===== config.mk =====
export PLATFORM = sky130hd
export DESIGN_NAME = csr_access_unit
export DESIGN_NICKNAME = d
export VERILOG_FILES = /design/src/rtl/csr_access_unit_pkg.sv /design/src/rtl/csr_op_alu.sv /design/src/rtl/csr_access_unit.sv
export SDC_FILE = /design/constraint.sdc
export NUM_CORES = 1
export LEC_CHECK = 0
export CAP_MARGIN = 5
export CORE_UTILIZATION = 43
export DETAILED_ROUTE_END_ITERATION = 6
export PLACE_DENSITY_LB_ADDON = 0.12
export SETUP_SLACK_MARGIN = 0.02
export SLEW_MARGIN = 5
export SYNTH_ARGS = -nofsm -noshare
export SYNTH_HDL_FRONTEND = slang
export SYNTH_HIERARCHICAL = 1
export SYNTH_SLANG_ARGS = --single-unit

===== constraint.sdc =====
create_clock -name i_clk -period 1.54 [get_ports i_clk]
set_input_delay 0.308 -clock i_clk [delete_from_list [all_inputs] [get_ports i_clk]]
set_output_delay 0.308 -clock i_clk [all_outputs]
set_load 0.01 [all_outputs]

===== src/rtl/csr_access_unit_pkg.sv =====
// Shared types and constants for the Zicsr access unit: funct3 codes,
// FSM state encoding and a small operation-class helper.
package csr_access_unit_pkg;

   localparam logic [2:0] CSR_RW  = 3'b001;
   localparam logic [2:0] CSR_RS  = 3'b010;
   localparam logic [2:0] CSR_RC  = 3'b011;
   localparam logic [2:0] CSR_RWI = 3'b101;
   localparam logic [2:0] CSR_RSI = 3'b110;
   localparam logic [2:0] CSR_RCI = 3'b111;

   typedef enum logic [1:0] {
      S_IDLE  = 2'd0,
      S_READ  = 2'd1,
      S_WRITE = 2'd2
   } state_t;

   // funct3 000/100 sit in the SYSTEM opcode space but are not CSR ops
   function automatic logic is_csr_op(input logic [2:0] funct3);
      return funct3[1:0] != 2'b00;
   endfunction

endpackage


===== src/rtl/csr_op_alu.sv =====
// Combinational read-modify-write datapath: selects the register or zimm
// operand and forms the new CSR value plus its write enable.
module csr_op_alu
   import csr_access_unit_pkg::*;
#(
   parameter int XLEN = 32
) (
   input  logic [2:0]      funct3,
   input  logic [XLEN-1:0] old_val,
   input  logic [XLEN-1:0] rs1_data,
   input  logic [4:0]      rs1_idx,
   output logic [XLEN-1:0] new_val,
   output logic            write_en
);

   logic [XLEN-1:0] src;

   always_comb begin
      src      = funct3[2] ? {{(XLEN-5){1'b0}}, rs1_idx} : rs1_data;
      new_val  = '0;
      write_en = 1'b0;
      // set/clear with rs1=x0 (or zimm=0) is a pure read and must not write
      case (funct3)
         CSR_RW, CSR_RWI: begin
            new_val  = src;
            write_en = 1'b1;
         end
         CSR_RS, CSR_RSI: begin
            new_val  = old_val | src;
            write_en = |rs1_idx;
         end
         CSR_RC, CSR_RCI: begin
            new_val  = old_val & ~src;
            write_en = |rs1_idx;
         end
         default: ;
      endcase
   end

endmodule


===== src/rtl/csr_access_unit.sv =====
// Zicsr execution unit: IDLE -> READ -> WRITE sequence against a CSR file
// with a combinational read port. Optional checks under CSR_ACCESS_CHECK_EN.
module csr_access_unit
   import csr_access_unit_pkg::*;
#(
   parameter int XLEN   = 32,
   parameter int CSR_AW = 12
) (
   input  logic              i_clk,
   input  logic              i_rst_n,
   input  logic              i_valid,
   output logic              o_ready,
   input  logic [2:0]        i_funct3,
   input  logic [4:0]        i_rs1_idx,
   input  logic [XLEN-1:0]   i_rs1_data,
   input  logic [CSR_AW-1:0] i_csr_addr,
   input  logic [4:0]        i_rd_addr,
   output logic [CSR_AW-1:0] o_csr_addr,
   input  logic [XLEN-1:0]   i_csr_rdata,
   output logic              o_csr_we,
   output logic [XLEN-1:0]   o_csr_wdata,
   output logic              o_wb_valid,
   output logic [4:0]        o_wb_rd,
   output logic [XLEN-1:0]   o_wb_data,
   output logic              o_illegal
);

   state_t            state, state_nxt;
   logic [2:0]        funct3;
   logic [4:0]        rs1_idx, rd;
   logic [XLEN-1:0]   rs1_data, old_val, new_val, alu_new;
   logic [CSR_AW-1:0] addr;
   logic              write_en, alu_we, accept, illegal;

   assign accept = (state == S_IDLE) && i_valid;

   always_ff @(posedge i_clk or negedge i_rst_n) begin
      if (!i_rst_n) state <= S_IDLE;
      else          state <= state_nxt;
   end

   always_ff @(posedge i_clk or negedge i_rst_n) begin
      if (!i_rst_n) begin
         funct3   <= '0;
         rs1_idx  <= '0;
         rs1_data <= '0;
         addr     <= '0;
         rd       <= '0;
         old_val  <= '0;
         new_val  <= '0;
         write_en <= 1'b0;
      end else begin
         if (accept) begin
            funct3   <= i_funct3;
            rs1_idx  <= i_rs1_idx;
            rs1_data <= i_rs1_data;
            addr     <= i_csr_addr;
            rd       <= i_rd_addr;
         end
         if (state == S_READ) begin
            old_val  <= i_csr_rdata;
            new_val  <= alu_new;
            write_en <= alu_we;
         end
      end
   end

   csr_op_alu #(.XLEN(XLEN)) u_alu (
      .funct3   (funct3),
      .old_val  (i_csr_rdata),
      .rs1_data (rs1_data),
      .rs1_idx  (rs1_idx),
      .new_val  (alu_new),
      .write_en (alu_we)
   );

`ifdef CSR_ACCESS_CHECK_EN
   // top two address bits 2'b11 mark the read-only CSR space
   assign illegal = (state == S_WRITE) &&
                    (!is_csr_op(funct3) || (write_en && (addr[CSR_AW-1 -: 2] == 2'b11)));
`else
   assign illegal = 1'b0;
`endif

   assign o_illegal = illegal;

   always_comb begin
      state_nxt   = state;
      o_ready     = 1'b0;
      o_csr_addr  = '0;
      o_csr_we    = 1'b0;
      o_csr_wdata = '0;
      o_wb_valid  = 1'b0;
      o_wb_rd     = '0;
      o_wb_data   = '0;
      case (state)
         S_IDLE: begin
            o_ready = 1'b1;
            if (i_valid) state_nxt = S_READ;
         end
         S_READ: begin
            o_csr_addr = addr;
            state_nxt  = S_WRITE;
         end
         S_WRITE: begin
            o_csr_addr  = addr;
            o_csr_we    = write_en && !illegal;
            o_csr_wdata = new_val;
            o_wb_valid  = is_csr_op(funct3) && (rd != 5'd0) && !illegal;
            o_wb_rd     = rd;
            o_wb_data   = old_val;
            state_nxt   = S_IDLE;
         end
         default: state_nxt = S_IDLE;
      endcase
   end

endmodule


==> metrics.txt, run 1 <==
footprint of the multi-input gates=3280 sq um; Core ar.=~14000 sq um; initial core utilization=0.441; Hold Violations, Final=0; H-tree levels=4; first-pass GRT wire length=roughly 25000 um; Final WS setup=-518 ps; Synth top cells by count=dfrtp_1, mux2_2, and2_1, mux2i_1, nand2_1; Final period util=1.34; max-capacitance violation count=0; layout cells sized above 1=0.478; layout net count=~800; Metal-1 WL=between 7000 and 8000 um; io pins=between 150 and 200; Sink Count=124; leakage power=0.00484 uW; Met3 Wirelength=approximately 1000 um; vias per cell=4.98; Die Ht=between 100 and 150 um; synth top area cells=dfrtp_1, mux2_2, and2_1, mux2_4, mux2i_1; Placer Congestion=~0.74; Final Max Slew Viols=0; Final min period=just over 2000 ps; overall routing resource usage=0.227; Antenna diodes=0; #FFs+latches synth=124; sequential area share after synthesis=0.507; Filler Cells Inserted=roughly 970; Mapped Area=a little over 6000 sq um; wire per inst=slightly below 20 um; initial antenna violation count=0; CP arrival=around 1800 ps; Layout area overhead=59.1%; Cell variety after synth=21; status=complete, but fails checks; Hold Slack=between 300 and 400 ps; Synth area leader=dfrtp_1; Max VDD drop=between 1 and 1.5 mV; DRC=0; setup TNS=-41700 ps; ys async rst share=1.00; 1st-pass router iterations=5; syn nets=between 500 and 600; vias in the first global route=4684; clk slew on worst S/H paths=60 ps; Yosys warnings=6; vias post-DR=4466; FMAX=slightly below 500 MHz; Post-DRT Antenna Nets=0; Crit path required time=~1200 ps; Top Metal Used=met4; critical path launch point type=flip-flop; drt initial violations=254; CTS tree=yes; failing checks=negative setup slack; worst-skew pair later-pin latency=roughly 410 ps; EDFF count, synth=0; met2 routed WL=between 8000 and 9000 um; crit path max fanout=6; clock buffer depth=2; GRT overflow=0; Pwr Total=roughly 22000 uW; final WL=17700 um; Power Density=around 2300 nW/um^2; crit end category=primary output; clk root buf=clkbuf_16; register area=around 3100 sq um; hpwl dp=9600 um; most common cell in the netlist=dfrtp_1; Hold WC Path Type=input port to async pin; largest net degree at the start of global routing=57; clk_skew=6.83 ps; port bufs=175; Placement Rows=43; critical path class=flip-flop to primary output; post-synth top area share=0.507; Die Wd=roughly 120 um; ys flop type=dfrtp_1; post-synthesis area per instance=between 10 and 15 sq um; Die ar.=14700 sq um; cells after synthesis=approximately 480; Num CTS Buffers=17; RSZ-0062 raised after global routing=true; Setup Viol. Count Final=about 200
==> worst max-delay path, stage by stage, from the launching register on <==
cell	delay (ps)
dfrtp_1	410
buf_6	130
ha_4	160
buf_6	130
buf_12	130
buf_8	120
and2_4	140
buf_6	110
==> through the flow <==
step	instances	cell area, sq um	setup WS (ps)	util
floorplan	476	6130	55.6	-
global placement	822	8200	-349	0.591
detailed placement	822	8200	-386	0.591
CTS	882	8950	-593	0.645
global route	896	9740	-556	0.702
finish	896	9740	-518	0.702
==> registers in the layout, indices dropped and copies added, names as in the netlist <==
signal,cells
addr,12
funct3,3
new_val,32
old_val,32
rd,5
rs1_data,32
rs1_idx,5
state,2
write_en,1
==> path summary, 6_finish.rpt <==
path                                  to  depth (start not counted)  slack [ps]        start
min in group i_clk           old_val[18]                          1         500  old_val[18]
max                        o_wb_data[21]                          7        -520     state[1]
max reg2reg                   new_val[5]                          7        -120     state[0]
max in group asynchronous          rd[3]                          3         640      i_rst_n
min                          old_val[18]                          2         310      i_rst_n
min reg2reg                  old_val[18]                          1         500  old_val[18]
==> cell type report <==
class | count | share of cell area
clock buffers | 17 | 0.0437
clock inverters | 15 | 0.0203
inverters | 2 | 0.00103
multi-input cells | 319 | 0.337
flip-flops and latches | 124 | 0.319
well taps | 180 | 0.0231
repair buffers | 239 | 0.256
==> power by group <==
part           switching, uW  internal, uW
registers                998          4910
clock network           1530          2700
logic                   4500          7290
==> cells in the final DEF, fill, tap and decap left out, types with 2 or more instances in the layout <==
master / netlist / final
dfrtp_1: 124 / 124
mux2_4: 30 / 115
clkdlybuf4s50_1: 0 / 90
buf_2: 9 / 57
and2_1: 82 / 53
buf_6: 7 / 43
mux2i_1: 37 / 37
nand2_1: 33 / 32
and2_4: 0 / 29
nand2b_1: 28 / 27
clkbuf_16: 0 / 24
buf_4: 6 / 16
buf_12: 0 / 14
mux2_2: 93 / 8
clkinvlp_4: 0 / 6
buf_16: 0 / 6
buf_8: 0 / 5
bufinv_16: 0 / 4
nor2_1: 3 / 3
ha_4: 0 / 3
clkinv_2: 0 / 3
nor3_1: 2 / 2
nand2_8: 0 / 2
==> repair_timing <==
action	in CTS	in global routing
pin swaps	2	2
hold buffers	1	0
cloned	10	9
buffers inserted	17	11
endpoints found under the setup margin	141	207
resized for setup	368	165
hold endpoints to repair	15	0
==> layer usage <==
layer / vias up / global-route usage
li1: 2053 / -
met1: 2276 / 0.287
met2: 126 / 0.372
met3: 11 / 0.0714
met4: 0 / 0.0664
met5: - / 0
==> kinds of logic (layout without fill, tap and decap cells) <==
family,after synthesis,count (layout),share of synthesized area
compound gates,4,4,0.00388
xor+xnor,1,1,0.00450
fa+ha+maj,4,4,0.00817
buf+inv,34,273,0.0349
flops,124,124,0.507
mux,160,160,0.305
other cells,1,1,0.000612
simple gates,148,149,0.136
Note: power is estimated with default switching activity, not from simulation.
==> run 2: changes to the inputs <==
- CORE_MARGIN: not set -> 2
- PLACE_DENSITY: not set -> 0.79
- PLACE_DENSITY_LB_ADDON: 0.12 -> not set
==> run 2 against run 1 <==
  * The run still ends with negative setup slack left
  * Fmax grew 4.2%
  * Critical path depth fell by 1
  * Clock power barely moved
  * Via count rose by 3.3%
  * Hold slack improved by 80 ps
  * Die area rose by 3.3%
  * Setup slack gained 83 ps
  * Sequential cell count unchanged
  * Cell count rose by 1.2%
  * Wire length is 5.5% higher
  * Power rose by 1.9%
  * Final area increased by 3.3%
  * Critical endpoint is now o_wb_data[19]
==> metrics.txt, run 2 (synthesis results as in run 1) <==
status=complete, but fails checks; failing checks=negative setup slack; Filler Cells Inserted=866; clk_skew=approximately 8.3 ps; Placer Congestion=~0.79; Crit path required time=about 1200 ps; FMAX=506 MHz; Power Density=~2200 nW/um^2; Pwr Total=between 20000 and 25000 uW; Post-DRT Antenna Nets=0; Max VDD drop=between 1 and 1.5 mV; critical path launch point type=flip-flop; Metal-1 WL=a little under 8000 um; Final Max Slew Viols=0; Top Metal Used=met5; Hold WC Path Type=input port to async pin; Num CTS Buffers=17; layout cells sized above 1=0.514; Reg2Reg Depth=8; CTS tree=yes; Final period util=1.28; final WL=about 19000 um; overall routing resource usage=0.245; leakage power=between 0.004 and 0.005 uW; max-capacitance violation count=0; DP Area=8250 sq um; crit path max fanout=6; Core ar.=between 10000 and 15000 sq um; GRT overflow=0; worst-skew pair later-pin latency=420 ps; Die ar.=approximately 15000 sq um; Sink Count=around 120; Top Registers=new_val (32), old_val (32), rs1_data (32); Antenna diodes=0; vias post-DR=approximately 4600; clock buffer depth=2; Setup Viol. Count Final=approximately 210; met2 routed WL=approximately 9400 um; io pins=177; most frequent cells in the layout=dfrtp_1, clkdlybuf4s50_1, mux2_4; vias per cell=about 5.1; clk root buf=clkbuf_16; layout net count=a little over 800; Die Wd=~120 um; Layout area overhead=64.3%; Met3 Wirelength=1140 um; DRC=0; initial core utilization=0.441; dpl ws=-384 ps; first-pass GRT wire length=approximately 28000 um; initial antenna violation count=2; Final WS setup=-435 ps; Placement Rows=between 40 and 50; largest net degree at the start of global routing=32; Final min period=~2000 ps; H-tree levels=4; drt initial violations=about 260; vias in the first global route=approximately 5000; wire per inst=around 21 um; Hold Violations, Final=0; Final Cell Area=10100 sq um; CP arrival=approximately 1700 ps; critical path class=flip-flop to primary output; 1st-pass router iterations=4; hpwl dp=10300 um; crit end category=primary output; Die Ht=around 120 um; clk slew on worst S/H paths=approximately 60 ps; port bufs=around 180; most common cell after layout, fill and taps aside=dfrtp_1; RSZ-0062 raised after global routing=true
==> run 2: cell count changes in the layout (fill, tap and decap cells not counted), sizes merged <==
cell,previous run,this run
clkinvlp,6,3
clkinv,4,6
nand2,34,33
buf,141,156
clkbuf,24,23
inv,3,2
==> run 2: what timing repair did <==
item | 4_1_cts | 5_1_grt
buffers inserted | 22 | 16
gates resized for setup | 481 | 82
hold buffers | 1 | 0
setup endpoints to repair | 178 | 207
endpoints found under the hold margin | 27 | 0
pin swaps | 2 | 2
gates cloned | 16 | 5
==> run 2: where the power goes <==
| group | leakage (uW) | switching (uW) | internal (uW) | total (uW) |
|---|---|---|---|---|
| Combinational | 0.00312 | 4590 | 7560 | 12200 |
| Clock | 0.000298 | 1470 | 2730 | 4200 |
| Sequential | 0.00148 | 1070 | 4910 | 5980 |
| Total | 0.00490 | 7140 | 15200 | 22300 |
==> run 2: cell type report <==
| cell class | instances | area, sq um | share of cell area |
|---|---|---|---|
| Clock inverter | 13 | 173 | 0.0172 |
| Inverter | 2 | 10.0 | 0.000995 |
| Timing Repair Buffer | 251 | 2910 | 0.289 |
| Tap cell | 180 | 225 | 0.0224 |
| Clock buffer | 19 | 443 | 0.0440 |
| Multi-Input combinational cell | 318 | 3190 | 0.318 |
| Sequential cell | 124 | 3100 | 0.308 |
==> run 2: routing by layer <==
layer / GRT usage / vias to the layer above
li1: - / 2075
met1: 0.304 / 2354
met2: 0.411 / 153
met3: 0.0756 / 30
met4: 0.0724 / 2
met5: 0 / -
==> run 2: worst paths after layout <==
kind	start	to	slack (ps)
setup / recovery	state[1]	o_wb_data[19]	-440
hold / removal	i_rst_n	old_val[2]	390
setup reg to reg	state[1]	old_val[16]	-230
hold reg to reg	old_val[28]	old_val[28]	500
max in group asynchronous	i_rst_n	rs1_data[30]	620
min in group i_clk	i_csr_addr[10]	addr[10]	500
==> run 2: worst max-delay path, stage by stage (launching register included) <==
cell	delay (ps)
dfrtp_1	420
ha_4	220
buf_6	130
buf_8	120
buf_6	100
and2_4	130
buf_6	110
==> run 2: metrics by stage <==
step	TNS, ps	instances	hold slack (ps)	utilization
CTS	-52660	896	396	0.700
floorplan	0	476	12.4	-
global route	-56880	907	421	0.725
global placement	-29400	825	294	0.594
finish	-45910	907	393	0.725
detailed placement	-33290	825	300	0.594
